## config.mk

```make
export PLATFORM = sky130hd
export DESIGN_NAME = uart_tx_stream
export DESIGN_NICKNAME = d
export VERILOG_FILES = /design/src/rtl/uart_tx_stream.sv
export SDC_FILE = /design/constraint.sdc
export NUM_CORES = 1
export LEC_CHECK = 0
export ABC_AREA = 1
export BUFFER_PORTS_ARGS = -buffer_cell sky130_fd_sc_hd__buf_2
export CAP_MARGIN = 20
export CORE_ASPECT_RATIO = 0.9
export CORE_UTILIZATION = 30
export DETAILED_ROUTE_END_ITERATION = 10
export PLACE_DENSITY_LB_ADDON = 0.08
export SLEW_MARGIN = 15
export SYNTH_ARGS = -nofsm -noshare
export SYNTH_HDL_FRONTEND = slang
export SYNTH_SLANG_ARGS = --single-unit
```

## constraint.sdc

```tcl
create_clock -name clk -period 2.3 [get_ports clk]
set_input_delay 0.115 -clock clk [delete_from_list [all_inputs] [get_ports clk]]
set_output_delay 0.115 -clock clk [all_outputs]
set_load 0.01 [all_outputs]
```

## src/rtl/uart_tx_stream.sv

```systemverilog
// UART transmitter fed by a small input FIFO: LSB-first frames with optional
// parity and one or two stop bits, latched per frame, at CLKS_PER_BIT clocks per bit.
//
// state  | meaning
// IDLE   | line high, waiting for a queued word
// START  | start bit (low)
// DATA   | DATA_W data bits, LSB first
// PARITY | parity bit (only when latched parity_en=1)
// STOP   | one or two stop bits (high); pops the next word on the last cycle
module uart_tx_stream #(
  parameter int DATA_W       = 8,
  parameter int CLKS_PER_BIT = 16,
  parameter int FIFO_DEPTH   = 4
) (
  input  logic                              clk,
  input  logic                              rst,
  input  logic [DATA_W-1:0]                 in_data,
  input  logic                              in_valid,
  output logic                              in_ready,
  input  logic                              parity_en,
  input  logic                              parity_odd,
  input  logic                              two_stop,
  output logic                              tx,
  output logic                              busy,
  output logic                              frame_done,
  output logic [$clog2(FIFO_DEPTH+1)-1:0]   fifo_count
);

  localparam int CW = $clog2(FIFO_DEPTH + 1);
  localparam int PW = $clog2(FIFO_DEPTH);
  localparam int TW = (CLKS_PER_BIT > 1) ? $clog2(CLKS_PER_BIT) : 1;
  localparam int IW = $clog2(DATA_W + 1);

  typedef enum logic [2:0] {IDLE, START, DATA, PARITY, STOP} state_t;

  logic [DATA_W-1:0] mem [FIFO_DEPTH];
  logic [PW-1:0]     wr_ptr, rd_ptr;
  logic [CW-1:0]     count_q;
  logic              push, pop, load;

  state_t            state_q, state_n;
  logic [TW-1:0]     timer_q;
  logic [IW-1:0]     bit_idx_q;
  logic              stop_idx_q;
  logic [DATA_W-1:0] shift_q;
  logic              par_en_q, par_bit_q, two_stop_q;
  logic              bit_end, tx_n, done_n;
  logic [DATA_W-1:0] head;

  assign in_ready   = (count_q != CW'(FIFO_DEPTH));
  assign fifo_count = count_q;
  assign push       = in_valid && in_ready;
  assign head       = mem[rd_ptr];
  assign bit_end    = (timer_q == TW'(CLKS_PER_BIT - 1));

  always_ff @(posedge clk) begin
    if (rst) begin
      wr_ptr  <= '0;
      rd_ptr  <= '0;
      count_q <= '0;
    end else begin
      if (push) wr_ptr <= wr_ptr + 1'b1;
      if (pop)  rd_ptr <= rd_ptr + 1'b1;
      case ({push, pop})
        2'b10:   count_q <= count_q + 1'b1;
        2'b01:   count_q <= count_q - 1'b1;
        default: count_q <= count_q;
      endcase
    end
  end

  always_ff @(posedge clk) begin
    if (!rst && push) mem[wr_ptr] <= in_data;
  end

  // tx/busy/frame_done are registered from the current state, so the line
  // trails the state register by one cycle but never glitches.
  always_comb begin
    state_n = state_q;
    pop     = 1'b0;
    load    = 1'b0;
    tx_n    = 1'b1;
    done_n  = 1'b0;
    case (state_q)
      IDLE: begin
        if (count_q != '0) begin
          pop     = 1'b1;
          load    = 1'b1;
          state_n = START;
        end
      end
      START: begin
        tx_n = 1'b0;
        if (bit_end) state_n = DATA;
      end
      DATA: begin
        tx_n = shift_q[0];
        if (bit_end && bit_idx_q == IW'(DATA_W - 1))
          state_n = par_en_q ? PARITY : STOP;
      end
      PARITY: begin
        tx_n = par_bit_q;
        if (bit_end) state_n = STOP;
      end
      STOP: begin
        if (bit_end && stop_idx_q == two_stop_q) begin
          done_n = 1'b1;
          if (count_q != '0) begin
            pop     = 1'b1;
            load    = 1'b1;
            state_n = START;
          end else begin
            state_n = IDLE;
          end
        end
      end
      default: state_n = IDLE;
    endcase
  end

  always_ff @(posedge clk) begin
    if (rst) begin
      state_q    <= IDLE;
      timer_q    <= '0;
      bit_idx_q  <= '0;
      stop_idx_q <= 1'b0;
      shift_q    <= '0;
      par_en_q   <= 1'b0;
      par_bit_q  <= 1'b0;
      two_stop_q <= 1'b0;
      tx         <= 1'b1;
      busy       <= 1'b0;
      frame_done <= 1'b0;
    end else begin
      state_q    <= state_n;
      tx         <= tx_n;
      busy       <= (state_q != IDLE);
      frame_done <= done_n;

      if (state_q == IDLE || load || bit_end) timer_q <= '0;
      else                                    timer_q <= timer_q + 1'b1;

      if (load) begin
        shift_q    <= head;
        par_en_q   <= parity_en;
        par_bit_q  <= (^head) ^ parity_odd;
        two_stop_q <= two_stop;
      end else if (state_q == DATA && bit_end) begin
        shift_q <= shift_q >> 1;
      end

      if (state_q != DATA)  bit_idx_q <= '0;
      else if (bit_end)     bit_idx_q <= bit_idx_q + 1'b1;

      if (state_q != STOP)  stop_idx_q <= 1'b0;
      else if (bit_end)     stop_idx_q <= 1'b1;
    end
  end

endmodule
```

==> results of run 1 <==
sequential cells by signal, summed over array words and instances, names as in the netlist, 2 cells and up, named ones only:
| signal | count |
|---|---|
| bit_idx_q | 4 |
| fifo_count | 3 |
| mem | 32 |
| rd_ptr | 2 |
| shift_q | 8 |
| state_q | 3 |
| timer_q | 4 |
| wr_ptr | 2 |
placed cells by master, fill, tap and decap left out, drive strengths merged, types with 3 or more instances in the layout:
| master | instances |
|---|---|
| o21ai | 17 |
| a21oi | 21 |
| clkbuf | 10 |
| ha | 7 |
| dfxtp | 35 |
| nand2 | 116 |
| bufinv | 3 |
| nor2 | 28 |
| a31oi | 4 |
| edfxtp | 32 |
| nand3 | 35 |
| inv | 39 |
| buf | 29 |
worst max-delay path: stages (launching register included):
cell	delay [ps]
dfxtp_1	380
ha_4	170
nand3_4	80
inv_2	80
nand2_1	90
nand2_1	80
nand2_2	60
inv_2	50
ha_1	130
inv_1	60
fa_1	370
a21oi_1	140
o21ai_0	100
o21ai_0	160
a21oi_1	50
cell type report:
type,instances,area [um2],share of cell area [%]
Clock buffer,10,229,6.24
Inverter,39,151,4.12
Sequential cell,67,1660,45.2
Clock inverter,6,114,3.10
Multi-Input combinational cell,238,1170,31.9
Timing Repair Buffer,31,188,5.11
Tap cell,126,158,4.29
final timing paths:
kind / startpoint / endpoint / cells past startpoint
hold / removal: in_data[5] / mem[0][5] / 1
setup reg to reg: timer_q[0] / fifo_count[2] / 14
hold reg to reg: bit_idx_q[3] / bit_idx_q[3] / 1
setup / recovery: timer_q[0] / fifo_count[2] / 14
power by group through the flow:
stage               Sequential (uW)  Clock [uW]  Combinational (uW)
detailed placement             1620           0                1500
CTS                            1600        1600                1510
floorplan                      1590           0                1190
global placement               1620           0                1500
finish                         1600        1560                1480
global route                   1620        1640                1740
cell usage after synthesis, types with 4 or more instances:
master / number / area, um2
o21ai_0: 13 / 65.1
a21oi_1: 21 / 105
nand2_1: 109 / 409
a31oi_1: 4 / 25.0
inv_2: 5 / 18.8
inv_1: 33 / 124
nand2_2: 7 / 43.8
nand3_1: 31 / 155
edfxtp_1: 32 / 961
dfxtp_1: 35 / 701
ha_1: 7 / 87.6
o21ai_1: 4 / 20.0
nor2_1: 25 / 93.8
routing by layer:
| metal | track usage [%] | vias to the layer above |
|---|---|---|
| met5 | 0 | - |
| met4 | 3.12 | 0 |
| met3 | 4.09 | 2 |
| met2 | 18.5 | 26 |
| met1 | 18.3 | 976 |
| li1 | - | 1214 |
cell families (layout without fill, tap and decap cells):
group / after synthesis / after routing / synth area share, %
AO/OA/AOI/OAI: 43 / 43 / 7.30
XOR/XNOR: 4 / 4 / 1.15
buffers and inverters: 48 / 86 / 7.55
AND/OR/NAND/NOR: 183 / 183 / 26.0
adder cells (fa/ha/maj): 8 / 8 / 3.53
flip-flops: 67 / 67 / 54.5
stage by stage:
step                util [%]  worst slack, ps  hold slack [ps]  std cells
detailed placement      33.7              132              335        499
floorplan                  -             44.9              196        353
finish                  37.5              197             13.7        517
global route            37.5             5.93             17.0        517
global placement        33.7              161              336        499
CTS                     37.4              132             3.96        517
what timing repair did:
| action | in CTS | in global routing |
|---|---|---|
| endpoints found under the hold margin | 8 | 0 |
| resized for setup | 0 | 2 |
| endpoints found under the setup margin | 0 | 1 |
| hold buffers | 2 | 0 |
==> out/metrics.cfg, run 1 <==
[synthesis]
synth_enable_flop_cells=32
yosys_warnings=0
synth_nets=375
syn_inst=353
synthArstFlopShare_pct=0
ys_types=29
syn_area_mm2=0.00305
ys.flop_type=dfxtp_1
syn_area_per_cell_um2=8.64
ys_seq_elements=67
yosysSeqAreaShare_pct=54.5

[finish]
syn_to_final_growth_pct=20.4
diodes=0
drive_above_1_share_pct=16.6
finalInstanceArea_mm2=0.00367
layout.nets=408
fill_cells=1042

[detailed_routing]
drc=0
dr_wl_met2_mm=2.67
via_per_inst=4.29
wl_met1_mm=3.25
detail_route.wl_per_cell_um=11.9
final_antenna_net_count=0
via_count=2218
wl_mm=6.14
drtIter0Drc=90
wl_met3_um=191
top_layer=met4
first_pass_iters=4

[power_and_ir_drop]
power_frac_seq_pct=34.5
power.density_mw_per_mm2=1260
ir_drop_uv=553
intPower_uw=3040
power.total_uw=4630
combPwrFrac_pct=31.8
leakage_uw=0.00154
clock_power_share_pct=33.7
switching_share_pct=34.3
switchingPower_uw=1590

[min_path]
hp-class=in -> reg

[cts]
cts_sinks=67
cts-root-buf=clkbuf_16
cts_setup_buffers=0
cts.clk_slew.worst_paths_ps=60
numCtsBuffers=9
clkLatencyLatePin_ps=320
cts_buffer_depth=2
htreeDepth=3
cts_tree=done

[timing]
fin_crit_ps=2100
max_freq_mhz=476
skew_ps=11.3
setup_viol=0
maxSlewViolCount=0
grt_setup_unrepaired=false
slew_headroom_pct=74.9
tightest_slew_ps=376
final_hold_viol_count=0
finalSetupTns_ps=0
fin_crit_sh_pct=91.4

[die]
rows=34
die_x_um=108
dieArea_mm2=0.0106
initial_utilization_pct=31.2
ios=21
die_height_um=97.7
core_area_mm2=0.00978

[setup_path]
crit_arrival_ps=2320
regToRegSetupSlack_ps=200
cp-end-kind=flip-flop
crit_fanout=4
cp-start-kind=flip-flop
crit_required_ps=2510
worstSetupPathType=reg -> reg

[grt]
grt.overflow.total=0
first_global_vias=2050
grt_pass1_wl_mm=10.2
antenna_found_initial=0
grt_max_degree=18
grt_usage_pct=12.8

[place]
place.gp.congestion=0.785
io_buffers=20
dp_hpwl_mm=4.39
place_area_mm2=0.00330

[flow_run]
maxCapViolations=0

[run_status]
status=completed

Note: power is estimated with default switching activity, not from simulation.
==> inputs of run 2 (changes only) <==
ABC_CLOCK_PERIOD_IN_PS = 2300   (was default)
CORE_UTILIZATION = 50   (was 30)
==> out/metrics.cfg, run 2 (synthesis gave the netlist of run 1 again) <==
[run_status]
status=completed

[setup_path]
cp-start-kind=flip-flop
r2r_end=fifo_count[2]
r2r_start=timer_q[0]
reg2reg_depth=14  ; unchanged
cpMaxStageDelayCell=fa_1
worstSetupPathType=reg -> reg
crit_required_ps=2540  ; +30 ps
regToRegSetupSlack_ps=170  ; -30 ps
path_cells=ha_2 -> nand3_4 -> inv_2 -> nand2_1 -> nand2_1 -> nand2_2 -> inv_2 -> ha_1 -> inv_1 -> fa_1 -> a21oi_1 -> o21ai_0 -> o21ai_1 -> a21oi_1
cp-end-kind=flip-flop
crit_fanout=4  ; unchanged
crit_arrival_ps=2370  ; +50 ps
slowest_delay_ps=370  ; about the same

[timing]
fin_crit_ps=2130  ; +32.2 ps
fin_crit_sh_pct=92.8  ; +1.4 points
slew_headroom_pct=63.1  ; -12 points
maxSlewViolCount=0  ; unchanged
max_freq_mhz=468  ; -1.5%
final_hold_viol_count=0  ; unchanged
setup_viol=0  ; unchanged
grt_setup_unrepaired=false
skew_ps=11.9  ; +0.568 ps
tightest_slew_ps=553  ; +177 ps
finalSetupTns_ps=0  ; unchanged

[cts]
cts-root-buf=clkbuf_8
cts_buffer_depth=2  ; unchanged
cts_tree=done
cts.clk_slew.worst_paths_ps=70  ; about the same
cts_sinks=67  ; unchanged
numCtsBuffers=9  ; unchanged
clkLatencyLatePin_ps=350  ; +30 ps
htreeDepth=3  ; unchanged
cts_setup_buffers=0  ; unchanged

[detailed_routing]
via_per_inst=4.97  ; +16%
wl_mm=5.70  ; -7.1%
detail_route.wl_per_cell_um=12.2  ; +2.6%
via_count=2326  ; +4.9%
first_pass_iters=6  ; +2
final_antenna_net_count=0  ; unchanged
drtIter0Drc=75  ; -17%
drc=0  ; unchanged

[flow_run]
maxCapViolations=0  ; unchanged

[grt]
antenna_found_initial=0  ; unchanged
grt_pass1_wl_mm=9.81  ; -4.2%
grt_max_degree=18  ; unchanged
grt.overflow.total=0  ; unchanged
grt_usage_pct=20.2  ; +7.4 points
first_global_vias=2095  ; +2.2%

[finish]
regMostFlops=mem
multi_input_area_mm2=0.00116  ; -0.85%
most-common-layout-cells=109 x nand2_1, 35 x dfxtp_1, 33 x inv_1
diodes=0  ; unchanged
layout.nets=415  ; +1.7%
fill_cells=532  ; -49%
fin_util_pct=61.0  ; +24 points
regArea_mm2=0.00166  ; unchanged
largest_reg_flops=32  ; unchanged
syn_to_final_growth_pct=15.9
final_common_cell=nand2_1
largestRegisters=mem x32, shift_q x8
drive_above_1_share_pct=16.6  ; -0.041 points

[power_and_ir_drop]
leakage_uw=0.00152  ; -1.5%
power.density_mw_per_mm2=1170  ; -7.5%
ir_drop_uv=719  ; +30%

[min_path]
min-delay-start=two_stop
hp-class=in -> reg
hold_depth=3  ; +2
worstHoldEndpoint=two_stop_q

[die]
die_x_um=84.3  ; -22%
dieArea_mm2=0.00642  ; -39%
initial_utilization_pct=52.7  ; +22 points
die_height_um=76.1  ; -22%
core_area_mm2=0.00579  ; -41%
rows=26  ; -24%
ios=21  ; unchanged

[place]
dp_hpwl_mm=3.99  ; -9.0%
io_buffers=20  ; unchanged
place.gp.congestion=0.793  ; +1.1%

[run 2: power by group]
part	switching, uW	internal, uW
combinational	944	527
clock	440	612
sequential	142	1460
[run 2: worst max-delay path, delay by kind of cell, from the launching register on]
| kind | cells | cell delay (ps) |
|---|---|---|
| AO/OA/AOI/OAI | 4 | 460 |
| adder cells (fa/ha/maj) | 3 | 720 |
| buffers and inverters | 3 | 190 |
| flip-flops | 1 | 350 |
| AND/OR/NAND/NOR | 4 | 300 |
[run 2: how the worst max path moves through the flow]
stage | startpoint | to | cells after the start
global placement | timer_q[0] | fifo_count[2] | 14
detailed placement | timer_q[0] | fifo_count[2] | 14
floorplan | timer_q[0] | fifo_count[2] | 15
finish | timer_q[0] | fifo_count[2] | 14
CTS | timer_q[0] | fifo_count[2] | 14
global route | timer_q[0] | fifo_count[2] | 14
[run 2: routing by layer]
| layer | vias up | global-route usage [%] | part of all wire [%] |
|---|---|---|---|
| met5 | - | 0 | 0 |
| met1 | 1042 | 27.9 | 49 |
| li1 | 1233 | - | - |
| met2 | 41 | 30.4 | 45 |
| met3 | 10 | 6.50 | 5.0 |
| met4 | 0 | 6.10 | 1.4 |
[run 2: per-stage QoR]
step | instances | setup WS, ps | hold WS [ps] | area, um2 | power [uW]
floorplan | 353 | 44.9 | 196 | 3050 | 2780
global placement | 444 | 186 | 330 | 3230 | 3060
detailed placement | 444 | 138 | 332 | 3230 | 3090
CTS | 468 | 109 | 23.3 | 3530 | 4170
global route | 468 | 5.42 | 65.4 | 3530 | 4470
finish | 468 | 165 | 35.9 | 3530 | 4120
[run 2: cell type report]
| cell class | instances | area share, % |
|---|---|---|
| inverters | 39 | 4.28 |
| flip-flops and latches | 67 | 47.0 |
| well taps | 70 | 2.48 |
| multi-input cells | 238 | 32.8 |
| repair buffers | 38 | 7.22 |
| clock inverters | 6 | 2.55 |
| clock buffers | 10 | 3.61 |
[run 2: repair_timing]
item	CTS	global route
gates resized for setup	0	2
hold buffers	8	0
setup endpoints to repair	0	1
endpoints found under the hold margin	32	0
==> inputs of run 3 (changes only) <==
GPL_TIMING_DRIVEN = 0   (was default)
RECOVER_POWER = 50   (was default)
==> out/metrics.cfg, run 3 (synthesis gave the netlist of run 1 again) <==
[run_status]
status=completed

[finish]
largestRegisters=mem x32, shift_q x8
largest_reg_flops=32  ; unchanged
diodes=0  ; unchanged
layout.nets=423  ; +1.9%
syn_to_final_growth_pct=17.5
final_common_cell=nand2_1
fin_util_pct=61.9  ; +0.84 points
most-common-layout-cells=108 x nand2_1, 33 x dfxtp_1, 32 x inv_1, 32 x edfxtp_1, 31 x nand3_1
drive_above_1_share_pct=15.8  ; -0.82 points
stdcell_count=476  ; +1.7%
finalInstanceArea_mm2=0.00358  ; +1.4%
regMostFlops=mem

[cts]
cts_tree=done
cts_sinks=67  ; unchanged
cts-root-buf=clkbuf_8
htreeDepth=3  ; unchanged
cts_buffer_depth=2  ; unchanged
cts.clk_slew.worst_paths_ps=70  ; about the same
numCtsBuffers=9  ; unchanged
clkLatencyLatePin_ps=340  ; about the same

[setup_path]
r2r_start=timer_q[0]
cp-startpoint=timer_q[0]
cpMaxStageDelayCell=fa_2
crit_fanout=6  ; +2
slowest_delay_ps=380  ; about the same
cp-start-kind=flip-flop
crit_required_ps=2540  ; about the same
r2r_end=fifo_count[2]
crit_top_cell=inv_2
endpoint=fifo_count[2]
crit_arrival_ps=2430  ; +60 ps
worstSetupPathType=reg -> reg
cp-end-kind=flip-flop
regToRegSetupSlack_ps=110  ; -60 ps
path_cells=ha_4 -> nand3_4 -> inv_2 -> nand2_2 -> nand2_1 -> nand2_2 -> inv_2 -> buf_8 -> ha_2 -> inv_2 -> fa_2 -> a21oi_2 -> o21ai_2 -> o21ai_1 -> a21oi_1
reg2reg_depth=15  ; +1

[detailed_routing]
drtIter0Drc=125  ; +67%
final_antenna_net_count=0  ; unchanged
wl_mm=6.00  ; +5.2%
drc=0  ; unchanged
via_count=2366  ; +1.7%
first_pass_iters=4  ; -2
via_per_inst=4.97  ; about the same
detail_route.wl_per_cell_um=12.6  ; +3.4%

[die]
core_area_mm2=0.00579  ; unchanged
die_x_um=84.3  ; unchanged
ios=21  ; unchanged
initial_utilization_pct=52.7  ; unchanged
rows=26  ; unchanged
die_height_um=76.1  ; unchanged
dieArea_mm2=0.00642  ; unchanged

[grt]
grt_max_degree=12  ; -6
antenna_found_initial=0  ; unchanged
first_global_vias=2049  ; -2.2%
grt_usage_pct=20.3  ; +0.13 points
grt_pass1_wl_mm=9.85  ; +0.43%
grt.overflow.total=0  ; unchanged

[place]
dp_hpwl_mm=4.06  ; +1.7%
place_area_mm2=0.00324  ; +0.12%
placed_cells=443  ; -0.23%
io_buffers=20  ; unchanged
place.gp.congestion=0.858  ; +8.1%

[min_path]
hp-class=in -> reg
min-delay-start=two_stop

[power_and_ir_drop]
power.density_mw_per_mm2=1170  ; +0.19%
ir_drop_uv=722  ; +0.43%
leakage_uw=0.00150  ; -1.3%

[timing]
fin_hold_ws_ps=25.9  ; -9.92 ps
final_hold_viol_count=0  ; unchanged
maxSlewViolCount=0  ; unchanged
tightest_slew_ps=850  ; +297 ps
fin_crit_ps=2190  ; +59.5 ps
max_freq_mhz=456  ; -2.7%
fin_crit_sh_pct=95.4  ; +2.6 points
setup_viol=0  ; unchanged
slew_headroom_pct=43.1  ; -20 points
skew_ps=8.00  ; -3.89 ps

[flow_run]
maxCapViolations=0  ; unchanged

run 3: timing repair:
| item | CTS | global route |
|---|---|---|
| pin swaps | 1 | 4 |
| buffers inserted | 2 | 7 |
| setup endpoints to repair | 1 | 1 |
| resized for setup | 5 | 10 |
| endpoints found under the hold margin | 32 | 0 |
| hold buffers | 8 | 0 |
run 3: power by group:
group	switching [uW]	leakage [uW]	internal (uW)	total, uW
clock	433	0.0000915	485	918
combinational	1030	0.000830	655	1680
sequential	124	0.000578	1460	1590
total	1590	0.00150	2600	4190
run 3: worst min-delay path by stage:
| stage | cells after the start | slack (ps) | end |
|---|---|---|---|
| 6_report | 3 | 30 | two_stop_q |
| 4_1_cts | 3 | 10 | two_stop_q |
| 5_1_grt | 3 | 40 | par_en_q |
| 3_3_place_gp | 1 | 330 | mem[1][5] |
| 3_5_place_dp | 1 | 330 | mem[3][5] |
| 2_1_floorplan | 1 | 200 | busy |
run 3: stage by stage:
| step | setup slack [ps] | total power [uW] | setup TNS, ps |
|---|---|---|---|
| floorplan | 44.9 | 2780 | 0 |
| global placement | -188 | 3110 | -188 |
| detailed placement | -208 | 3140 | -208 |
| CTS | 10.3 | 4090 | 0 |
| global route | -7.40 | 4490 | -7.40 |
| finish | 106 | 4190 | 0 |
run 3: final cells by class:
cell class                 count  area, um2
clock inverter                 7       58.8
fill                         533       2210
sequential                    67       1660
tap                           70       87.6
multi-input combinational    238       1190
inverter                      39        151
buffer                         9       78.8
clock buffer                   9        124
timing repair buffer          37        230
run 3: per-layer routing:
metal	up-vias	part of all wire, %	global-route usage [%]
met1	1071	51	30.5
met3	8	4.7	5.20
li1	1244	-	-
met5	-	0	0
met4	0	1.7	8.64
met2	43	43	27.6
run 3: critical path: cells and delay by family (launching register included):
family	cells	cell delay [ps]
fa+ha+maj	3	700
flops	1	360
compound gates	4	410
buf+inv	4	330
simple gates	4	300
